--- config.mk ---
export PLATFORM = sky130hd
export DESIGN_NAME = alu_mdu_flat
export DESIGN_NICKNAME = d
export VERILOG_FILES = /design/src/rtl/alu_mdu_if.sv /design/src/rtl/alu_mdu.sv /design/src/flat_wrapper.sv
export SDC_FILE = /design/constraint.sdc
export NUM_CORES = 1
export LEC_CHECK = 0
export BUFFER_PORTS_ARGS = -buffer_cell sky130_fd_sc_hd__buf_2
export CAP_MARGIN = 10
export CELL_PAD_IN_SITES_DETAIL_PLACEMENT = 2
export CELL_PAD_IN_SITES_GLOBAL_PLACEMENT = 2
export CORE_MARGIN = 2
export CORE_UTILIZATION = 36
export DETAILED_ROUTE_END_ITERATION = 10
export MAX_ROUTING_LAYER = met4
export PLACE_DENSITY = 0.88
export SYNTH_ARGS = -nofsm -noshare
export SYNTH_HDL_FRONTEND = slang
export SYNTH_SLANG_ARGS = --single-unit
--- constraint.sdc ---
create_clock -name clk -period 6.9 [get_ports clk]
set_input_delay 0.345 -clock clk [delete_from_list [all_inputs] [get_ports clk]]
set_output_delay 0.345 -clock clk [all_outputs]
set_load 0.01 [all_outputs]
--- src/rtl/alu_mdu_if.sv ---
// Execute-stage operation/result bundle for alu_mdu.
// Handshake: a beat moves on any clock edge where valid && ready. The producer holds
// valid and its payload unchanged until that edge. Ready may depend on valid, but valid
// must never depend on ready.
interface alu_mdu_if #(
    parameter int WIDTH = 32
);
    logic             in_valid;
    logic             in_ready;
    logic [19:0]      alu_op;
    logic [WIDTH-1:0] alu_src1;
    logic [WIDTH-1:0] alu_src2;
    logic             out_valid;
    logic             out_ready;
    logic [WIDTH-1:0] alu_result;

    modport master (
        output in_valid, alu_op, alu_src1, alu_src2, out_ready,
        input  in_ready, out_valid, alu_result
    );

    modport slave (
        input  in_valid, alu_op, alu_src1, alu_src2, out_ready,
        output in_ready, out_valid, alu_result
    );
endinterface

--- src/rtl/alu_mdu.sv ---
// alu_mdu: LoongArch EX-stage ALU with multiply and radix-2 restoring divide/modulo.
// Define ALU_MUL_EN to build the multiplier; without it MUL/MULH/MULHU return 0 in one cycle.
module alu_mdu #(
    parameter int WIDTH = 32,
    localparam int SHW = $clog2(WIDTH)
) (
    input  logic       clk,
    input  logic       reset,
    input  logic       flush,
    alu_mdu_if.slave   bus,
    output logic [1:0] dbg_state
);
`ifdef ALU_MUL_EN
    typedef enum logic [1:0] {ST_IDLE = 2'd0, ST_MUL = 2'd1, ST_DIV = 2'd2, ST_DONE = 2'd3} state_t;
`else
    typedef enum logic [1:0] {ST_IDLE = 2'd0, ST_DIV = 2'd2, ST_DONE = 2'd3} state_t;
`endif

    state_t state_q, state_d;

    logic [WIDTH-1:0] a, b;
    logic [SHW-1:0]   shamt;
    logic             accept, div_op, mul_op, div_last;
    logic [WIDTH-1:0] simple_res;

    logic             sgn_div, a_neg, b_neg;
    logic [WIDTH-1:0] a_mag, b_mag;
    logic [WIDTH-1:0] div_quo, div_rem, div_dvs;
    logic [SHW-1:0]   div_cnt;
    logic             div_neg_q, div_neg_r, div_mod, div_zero;
    logic [WIDTH:0]   div_part, div_diff;
    logic             div_ge;
    logic [WIDTH-1:0] quo_next, rem_next, quo_fix, rem_fix, div_res;

`ifdef ALU_MUL_EN
    logic [2*WIDTH-1:0] mul_a, mul_b, prod;
    logic               mul_hi;
`endif

    assign a      = bus.alu_src1;
    assign b      = bus.alu_src2;
    assign shamt  = b[SHW-1:0];
    assign div_op = |bus.alu_op[19:16];
    assign mul_op = |bus.alu_op[15:13];

    // DONE may hand off its result and take a new operation in the same cycle.
    assign bus.in_ready  = !reset && !flush &&
                           (state_q == ST_IDLE || (state_q == ST_DONE && bus.out_ready));
    assign accept        = bus.in_valid && bus.in_ready;
    assign bus.out_valid = (state_q == ST_DONE);
    assign dbg_state     = state_q;

    always_comb begin
        simple_res = '0;
        if (bus.alu_op[0])  simple_res = a + b;
        if (bus.alu_op[1])  simple_res = a - b;
        if (bus.alu_op[2])  simple_res = {{(WIDTH-1){1'b0}}, ($signed(a) < $signed(b))};
        if (bus.alu_op[3])  simple_res = {{(WIDTH-1){1'b0}}, (a < b)};
        if (bus.alu_op[4])  simple_res = a & b;
        if (bus.alu_op[5])  simple_res = ~(a | b);
        if (bus.alu_op[6])  simple_res = a | b;
        if (bus.alu_op[7])  simple_res = a ^ b;
        if (bus.alu_op[8])  simple_res = a << shamt;
        if (bus.alu_op[9])  simple_res = a >> shamt;
        if (bus.alu_op[10]) simple_res = $signed(a) >>> shamt;
        if (bus.alu_op[11]) simple_res = b;
        if (bus.alu_op[12]) simple_res = {{(WIDTH-1){1'b0}}, (a == b)};
        if (mul_op)         simple_res = '0;
    end

    // Divide runs on magnitudes; signs are reapplied on the final iteration.
    always_comb begin
        sgn_div  = bus.alu_op[16] | bus.alu_op[17];
        a_neg    = sgn_div & a[WIDTH-1];
        b_neg    = sgn_div & b[WIDTH-1];
        a_mag    = a_neg ? -a : a;
        b_mag    = b_neg ? -b : b;
        div_part = {div_rem, div_quo[WIDTH-1]};
        div_diff = div_part - {1'b0, div_dvs};
        div_ge   = !div_diff[WIDTH];
        rem_next = div_ge ? div_diff[WIDTH-1:0] : div_part[WIDTH-1:0];
        quo_next = {div_quo[WIDTH-2:0], div_ge};
        quo_fix  = div_zero ? '1 : (div_neg_q ? -quo_next : quo_next);
        rem_fix  = div_neg_r ? -rem_next : rem_next;
        div_res  = div_mod ? rem_fix : quo_fix;
    end

    assign div_last = &div_cnt;

`ifdef ALU_MUL_EN
    assign mul_a = {{WIDTH{bus.alu_op[14] & a[WIDTH-1]}}, a};
    assign mul_b = {{WIDTH{bus.alu_op[14] & b[WIDTH-1]}}, b};
`endif

    always_ff @(posedge clk) begin
        if (reset) state_q <= ST_IDLE;
        else       state_q <= state_d;
    end

    always_comb begin
        state_d = state_q;
        case (state_q)
            ST_IDLE: begin
                if (accept) begin
                    state_d = ST_DONE;
`ifdef ALU_MUL_EN
                    if (mul_op) state_d = ST_MUL;
`endif
                    if (div_op) state_d = ST_DIV;
                end
            end
`ifdef ALU_MUL_EN
            ST_MUL: state_d = ST_DONE;
`endif
            ST_DIV: if (div_last) state_d = ST_DONE;
            ST_DONE: begin
                if (accept) begin
                    state_d = ST_DONE;
`ifdef ALU_MUL_EN
                    if (mul_op) state_d = ST_MUL;
`endif
                    if (div_op) state_d = ST_DIV;
                end else if (bus.out_ready) begin
                    state_d = ST_IDLE;
                end
            end
            default: state_d = ST_IDLE;
        endcase
        if (flush) state_d = ST_IDLE;
    end

    always_ff @(posedge clk) begin
        if (reset) begin
            bus.alu_result <= '0;
            div_quo        <= '0;
            div_rem        <= '0;
            div_dvs        <= '0;
            div_cnt        <= '0;
            div_neg_q      <= 1'b0;
            div_neg_r      <= 1'b0;
            div_mod        <= 1'b0;
            div_zero       <= 1'b0;
`ifdef ALU_MUL_EN
            prod           <= '0;
            mul_hi         <= 1'b0;
`endif
        end else if (accept) begin
            if (div_op) begin
                div_quo   <= a_mag;
                div_rem   <= '0;
                div_dvs   <= b_mag;
                div_cnt   <= '0;
                div_neg_q <= a_neg ^ b_neg;
                div_neg_r <= a_neg;
                div_mod   <= bus.alu_op[17] | bus.alu_op[19];
                div_zero  <= (b == '0);
            end
`ifdef ALU_MUL_EN
            else if (mul_op) begin
                prod   <= mul_a * mul_b;
                mul_hi <= bus.alu_op[14] | bus.alu_op[15];
            end
`endif
            else begin
                bus.alu_result <= simple_res;
            end
        end else if (state_q == ST_DIV) begin
            div_quo <= quo_next;
            div_rem <= rem_next;
            div_cnt <= div_cnt + SHW'(1);
            if (div_last) bus.alu_result <= div_res;
        end
`ifdef ALU_MUL_EN
        else if (state_q == ST_MUL) begin
            bus.alu_result <= mul_hi ? prod[2*WIDTH-1:WIDTH] : prod[WIDTH-1:0];
        end
`endif
    end
endmodule

--- src/flat_wrapper.sv ---
// flat-port wrapper written by rule: the top's interface ports become plain ports
module alu_mdu_flat 
#(
    parameter int WIDTH = 32,
    localparam int SHW = $clog2(WIDTH)
)
  (clk, reset, flush, dbg_state, bus_in_valid, bus_alu_op, bus_alu_src1, bus_alu_src2, bus_out_ready, bus_in_ready, bus_out_valid, bus_alu_result);
  alu_mdu_if #(.WIDTH(WIDTH)) bus_i ();
  input  logic clk;
  input  logic reset;
  input  logic flush;
  output logic [1:0] dbg_state;
  input wire logic [$bits(bus_i.in_valid)-1:0] bus_in_valid;
  input wire logic [$bits(bus_i.alu_op)-1:0] bus_alu_op;
  input wire logic [$bits(bus_i.alu_src1)-1:0] bus_alu_src1;
  input wire logic [$bits(bus_i.alu_src2)-1:0] bus_alu_src2;
  input wire logic [$bits(bus_i.out_ready)-1:0] bus_out_ready;
  output wire logic [$bits(bus_i.in_ready)-1:0] bus_in_ready;
  output wire logic [$bits(bus_i.out_valid)-1:0] bus_out_valid;
  output wire logic [$bits(bus_i.alu_result)-1:0] bus_alu_result;
  assign bus_i.in_valid = bus_in_valid;
  assign bus_i.alu_op = bus_alu_op;
  assign bus_i.alu_src1 = bus_alu_src1;
  assign bus_i.alu_src2 = bus_alu_src2;
  assign bus_i.out_ready = bus_out_ready;
  assign bus_in_ready = bus_i.in_ready;
  assign bus_out_valid = bus_i.out_valid;
  assign bus_alu_result = bus_i.alu_result;
  alu_mdu #(.WIDTH(WIDTH)) u_core (.clk(clk), .reset(reset), .flush(flush), .bus(bus_i), .dbg_state(dbg_state));
endmodule
Yosys cells after proc, flatten, opt, wreduce, memory -nomap -nowiden
Cells that the tools add are included.
{ "word_totals": {"output_inout_bits": 36, "elab_cells": 100, "inputBits": 89, "register_bits": 139} }
{ "classes": {"n_eq_ne": 8, "n_bitwise": 9, "n_mux": 40, "magnitude_cmp": 2, "add_sub_neg": 8, "shift": 3, "reduce_logical": 20} }
{ "op_table": {"columns": ["op", "n"], "rows": [
  ["2-to-1 mux 32 bit", 31],
  ["negator 32 bit", 4],
  ["< comparator 32 bit", 2],
  ["subtractor 33 x 32 -> 33 bit", 1],
  ["adder 32 bit", 1],
  ["AND 32 bit", 1],
  ["equality test 32 bit", 1],
  ["zero test 32 bit", 1],
  ["inverter 32 bit", 1],
  ["bitwise OR 32 bit", 1],
  ["left shift 32 x 5 -> 32 bit", 1],
  ["right shift 32 x 5 -> 32 bit", 1],
  [">>> shifter 32 x 5 -> 32 bit", 1],
  ["subtractor 32 bit", 1],
  ["XOR 32 bit", 1],
  ["2-to-1 mux 5 bit", 3],
  ["2-to-1 mux 2 bit", 4],
  ["case mux 2 bit (3 select lines)", 1],
  ["AND reduction 3 bit", 2],
  ["adder 5 x 1 -> 5 bit, second input constant", 1],
  ["AND reduction 5 bit", 1],
  ["equality test 2 bit, second input constant", 2],
  ["logical AND 1 bit", 4],
  ["inequality test 2 x 1 -> 1 bit, second input constant", 2],
  ["14 further kinds", 21]
]} }

Depth between registers and ports, before layout
{ "depth": {"word_depth": 17, "mapped_depth": 24, "mapped_depth_nobuf": 23} }

Worst setup path after synthesis
No wires, ideal clock.
{ "synth_timing": {"kind": "register to register", "startpoint": "reg u_core.div_quo[31]", "endpoint": "reg u_core.bus.alu_result[22]", "t_arrival_ns": 4.979, "slack_ns": 1.788, "path_stages_with_launch": 25, "setup_time_ns": 0.134, "synth_period_minus_slack_ns": 5.112, "required_time_ns": 6.766, "path_buffers": 2, "cell_sequence": "dfxtp_1 -> inv_1 -> ha_1 -> inv_1 -> fa_1 -> a211oi_2 -> nor3_2 -> o21ai_4 -> a21oi_4 -> a221o_2 -> nor2_4 -> inv_2 -> buf_4 -> buf_2 -> a21oi_1 -> ha_1 -> nand3b_1 -> or4_1 -> a2111oi_2 -> a31oi_1 -> o31ai_2 -> xor2_1 -> a221oi_1 -> a2111oi_2 -> a211oi_1"} }
{ "synth_between": {"elab_chain_cells": 9, "elab_cells_between_ends": 12, "classes_between": "add/sub: 3; mux: 8; reduce/logical: 1"} }
{ "synth_rtl": {"columns": ["element", "line_no", "rtl"], "rows": [
  ["from (decl)", "alu_mdu.sv:28", "logic [WIDTH-1:0] div_quo, div_rem, div_dvs;"],
  ["from (signal assigned)", "alu_mdu.sv:149", "div_quo <= a_mag;"],
  ["from (signal assigned)", "alu_mdu.sv:168", "div_quo <= quo_next;"],
  ["subtractor 33 x 32 -> 33 bit", "alu_mdu.sv:79", "div_diff = div_part - {1'b0, div_dvs};"],
  ["zero test 1 bit", "alu_mdu.sv:80", "div_ge = !div_diff[WIDTH];"],
  ["negator 32 bit", "alu_mdu.sv:83", "quo_fix = div_zero ? '1 : (div_neg_q ? -quo_next : quo_next);"],
  ["2-to-1 mux 32 bit (2 in series)", "alu_mdu.sv:83", null],
  ["2-to-1 mux 32 bit (*)", "alu_mdu.sv:85", "div_res = div_mod ? rem_fix : quo_fix;"],
  ["2-to-1 mux 32 bit (*)", "alu_mdu.sv:171", "if (div_last) bus.alu_result <= div_res;"],
  ["2-to-1 mux 32 bit (*)", "alu_mdu.sv:167", "end else if (state_q == ST_DIV) begin"],
  ["2-to-1 mux 32 bit (*)", "alu_mdu.sv:147", "end else if (accept) begin"],
  ["to (signal assigned)", "alu_mdu.sv:165", "bus.alu_result <= simple_res;"],
  ["to (signal assigned)", "alu_mdu.sv:171", null],
  ["to (decl)", "alu_mdu_if.sv:24", "output in_ready, out_valid, alu_result"]
]} }
Every way passes the cells marked *; elsewhere a longest branch is shown, timed or not. The select of a mux whose other input is x is not followed.
A chain may end at the register's enable or synchronous reset.

Worst setup path in the final report
Ends and elaborated chain as after synthesis.

==> results by stage <==
Logic synthesis:
- The net count after synthesis is about 3300.
- The share of synthesized registers carrying an async set or reset is 0%.
- Synthesis produced a netlist whose cell count is approximately 3000.
- After synthesis, flip-flops and latches occupy 13.2% of the total area.
- The flip-flop cell with the highest count after synthesis is dfxtp_1.
- Counting distinct cell types in the post-synthesis netlist gives 106.
- Summing every instance area after synthesis gives about 21000 um^2.
- The synthesis warning total is 0.
- The number of enable flip-flop cells after synthesis is 0.
- After synthesis the netlist holds a flip-flop and latch count of between 100 and 150.
- The mean cell area of the mapped netlist is around 7.0 um^2.

Timing:
- The final worst clock skew is approximately 0.015 ns.
- The final-report hold violation count is 0.
- In this run the tightest slew margin relative to its limit is between 8 and 9%.
- Static timing analysis puts the maximum clock frequency at 162 MHz.
- The worst path uses around 90% of the clock period.
- The number of setup violations in the final report is 0.
- Setup repair after global routing left no endpoint under its margin.
- The slew at the pin closest to its max-slew limit is between 1 and 1.5 ns.
- Once routing completed, OpenROAD measured the worst setup slack at between 0.7 and 0.8 ns.
- The count of final max-slew check failures was 0.
- Across all hold checks on the routed design, the worst slack comes to approximately 0.079 ns.
- The time the worst path needs with I/O delays and setup is 6.18 ns.
- Adding up every negative setup slack in the final design gives 0 ns.

Layout:
- The library cells used most frequently in the layout, excluding fill and tap cells, are 415 x nor2_1, 297 x a21oi_1, 264 x nand2_1.
- The multi-input combinational cell area is ~17000 um^2.
- After the last flow step, the layout net total stands at between 3000 and 4000.
- The library cell used most frequently in the layout, excluding fill and tap cells, is nor2_1.
- The filler cells instantiated in the layout total 6998.
- The post-synthesis to final-layout area growth is 8.32%.
- The share of the core filled with cells is 39.6%.
- Cells with a size suffix above 1 make up 11.7% of the layout.
- The area taken by flip-flops and latches is approximately 2800 um^2.

Die:
- The number of rows in the core area is around 90.
- The die is 246 um tall.
- about 130 I/O pins were placed.
- Once the floorplan was initialized, standard cells occupied a little over a third of the core.
- The floorplan die area is between 60000 and 70000 um^2.
- The die is ~250 um wide.
- The placeable core area is a little under 60000 um^2.

CTS:
- For the worst-skew pair, the clock arrives at the later sink with an insertion delay of 0.48 ns.
- The quantity of gates resized following cts is 0.
- For this design, the sink count on the clock tree is between 100 and 150.
- The clock tree root driver cell is clkbuf_16.
- For this design, the CTS-stage hold fixing added 0 buffers.
- The clock edge transition at the registers on the reported setup and hold paths is about 0.070 ns.
- Counting the buffers created by CTS gives 17.
- In this run the deepest clock path goes through 2 buffers.
- The H-tree was split into 4 levels.
- TritonCTS built the clock tree.
- The number of post-CTS setup repair buffers is 0.

Detailed routing:
- The ratio of routed vias to standard cells is 7.00.
- The initial DRC count is just under 3000.
- The routed layout has roughly 27000 vias.
- The final routed wire length divided by cell count is 34.8 um.
- The number of iterations in the first detailed-routing pass is 5.
- The detailed-route wire length is roughly 130 mm.
- The count of antenna-violating nets left after detailed routing is 0.
- The remaining design rule violation count is 0.

Critical path:
- The highest-delay cell along the critical path is a221o_2.
- The instance count on the critical path is 22.
- Following the worst setup path forward leads to its endpoint at u_core.bus.alu_result[22]$_SDFFE_PP0P_.
- For this run, the slowest stage of the critical path takes roughly 0.5 ns.
- The setup slack on the worst flop-to-flop path is a little over 0.7 ns.
- The kind of critical path is register to register.
- Together, buffers and inverters on the worst path number 3.
- Along the worst path, the maximum fanout reaches 11.
- The critical register-to-register path endpoint is u_core.bus.alu_result[22]$_SDFFE_PP0P_.
- In this run the worst setup path begins at u_core.div_quo[31]$_SDFFE_PP0P_.
- STA classifies the critical path endpoint as a register.
- Walking the worst path, the cells encountered are inv_1 -> ha_1 -> inv_1 -> fa_1 -> a211oi_2 -> nor3_2 -> o21ai_4 -> a21oi_4 -> a221o_2 -> nor2_4 -> buf_4 -> mux2i_1 -> ha_1 -> nand3b_1 -> or4_1 -> a2111oi_2 -> a31oi_1 -> o31ai_2 -> xor2_1 -> a221oi_1 -> a2111oi_2 -> a211oi_1.
- STA classifies the critical path startpoint as a register.
- At the worst endpoint, the arrival time is approximately 6.5 ns.
- The startpoint of the worst-slack reg-to-reg timing path is u_core.div_quo[31]$_SDFFE_PP0P_.
- Data on the critical path is required at its endpoint by a little over 7 ns.
- The cell count of the worst reg-to-reg path is 22.
- On the critical path the largest part of the delay comes from compound AO/OA/AOI/OAI gates.

Power:
- The analysis attributes to cell leakage a power of 8.77 nW.
- Across the VDD grid, the largest voltage drop is approximately 0.67 mV.
- In this run the power density over the cells is about 570 nW/um^2.
- Summing internal, switching and leakage power gives approximately 13 mW.

Run:
- The max-cap check violation count is 0.

Global routing:
- The first global-routing pass estimated approximately 190 mm of wire.
- Entering global routing, the biggest net connects around 70 pins.
- The total congestion overflow is 0.
- The overall routing resource usage is 43.9%.
- The initial antenna violation count is 12.
- The via count of the first global-routing pass was around 27000.

Placed design:
- The detailed placement HPWL is 100 mm.
- The total of buffers placed on input and output ports is 124.
- Timing analysis after detailed placement gives a worst setup slack of slightly above 1 ns.
- The global placement routability congestion is around 1.

Worst hold path:
- The path class of the tightest hold or removal check is input port to register.

Run status:
- The flow ran to the end, and the final reports show no timing, DRC or antenna violations.
-- sequential cells by signal, summed over array words and instances, names as in the netlist, 2 cells and up --
name,flops
u_core.div_cnt,5
u_core.div_dvs,32
u_core.div_quo,32
u_core.div_rem,32
u_core.dbg_state,2
u_core.bus.alu_result,32
-- how the worst min path moves through the flow --
stage / from / endpoint / slack [ns] / cells after the start
global placement: u_core.div_dvs[27]$_SDFFE_PP0P_ / u_core.div_dvs[27]$_SDFFE_PP0P_ / 0.44 / 2
floorplan: flush / u_core.dbg_state[0]$_SDFFE_PP0P_ / 0.42 / 1
global route: flush / u_core.dbg_state[0]$_SDFFE_PP0P_ / 0.07 / 2
finish: flush / u_core.dbg_state[0]$_SDFFE_PP0P_ / 0.08 / 2
CTS: flush / u_core.dbg_state[0]$_SDFFE_PP0P_ / 0.07 / 2
detailed placement: u_core.div_dvs[26]$_SDFFE_PP0P_ / u_core.div_dvs[26]$_SDFFE_PP0P_ / 0.46 / 2
-- through the flow --
step / std cells / area [um^2]
floorplan: 3041 / 21200
finish: 3800 / 22900
detailed placement: 3757 / 22300
CTS: 3789 / 22900
global route: 3799 / 22900
global placement: 3757 / 22300
-- cell type report --
cell class	instances	area share, %
clock inverter	15	0.819
multi-input combinational	2515	73.7
tap	765	4.18
antenna	11	0.120
sequential	139	12.1
inverter	157	2.57
timing repair buffer	181	4.61
clock buffer	17	1.86
-- synth_stat cells (30+ instances only) --
cell type  number  area [um^2]
dfxtp_1       139         2780
a21oi_1       298         1490
nor4_1         31          194
mux4_2         52         1170
nand3_1        41          205
o31ai_1        56          420
nor3_1         94          470
xor2_1         44          385
o211ai_1       56          420
nand2_1       264          991
xnor2_1       118         1030
o21ai_0       194          971
inv_1         150          563
a31oi_1        58          363
a21o_1         30          225
or3_1          31          194
clkbuf_1      182          683
mux2i_1        56          561
ha_1          135         1690
nor2_1        417         1570
a211oi_1       57          428
-- cells by family (layout without fill, tap and decap cells) --
group | Yosys count | count (layout) | share of synthesized area, %
compound gates | 1068 | 1068 | 33.6
xor+xnor | 162 | 162 | 6.71
fa+ha+maj | 138 | 138 | 8.27
buf+inv | 387 | 370 | 7.24
flops | 139 | 139 | 13.2
mux | 120 | 120 | 8.91
other cells | 0 | 11 | 0
simple gates | 1027 | 1027 | 22.1
-- metal layers --
metal | global-route usage [%] | vias up | wire [um]
met4 | 26.2 | 0 | 9300
met5 | - | - | 0
li1 | - | 11200 | -
met1 | 53.4 | 13500 | 52900
met3 | 8.70 | 424 | 11500
met2 | 67.1 | 1478 | 58500
-- report_power, final --
part | leakage (nW) | switching (mW) | internal (mW)
combinational | 7.35 | 7.47 | 3.51
clock | 0.296 | 0.446 | 0.574
sequential | 1.13 | 0.152 | 0.898
Power figures use the tool's default switching activity.
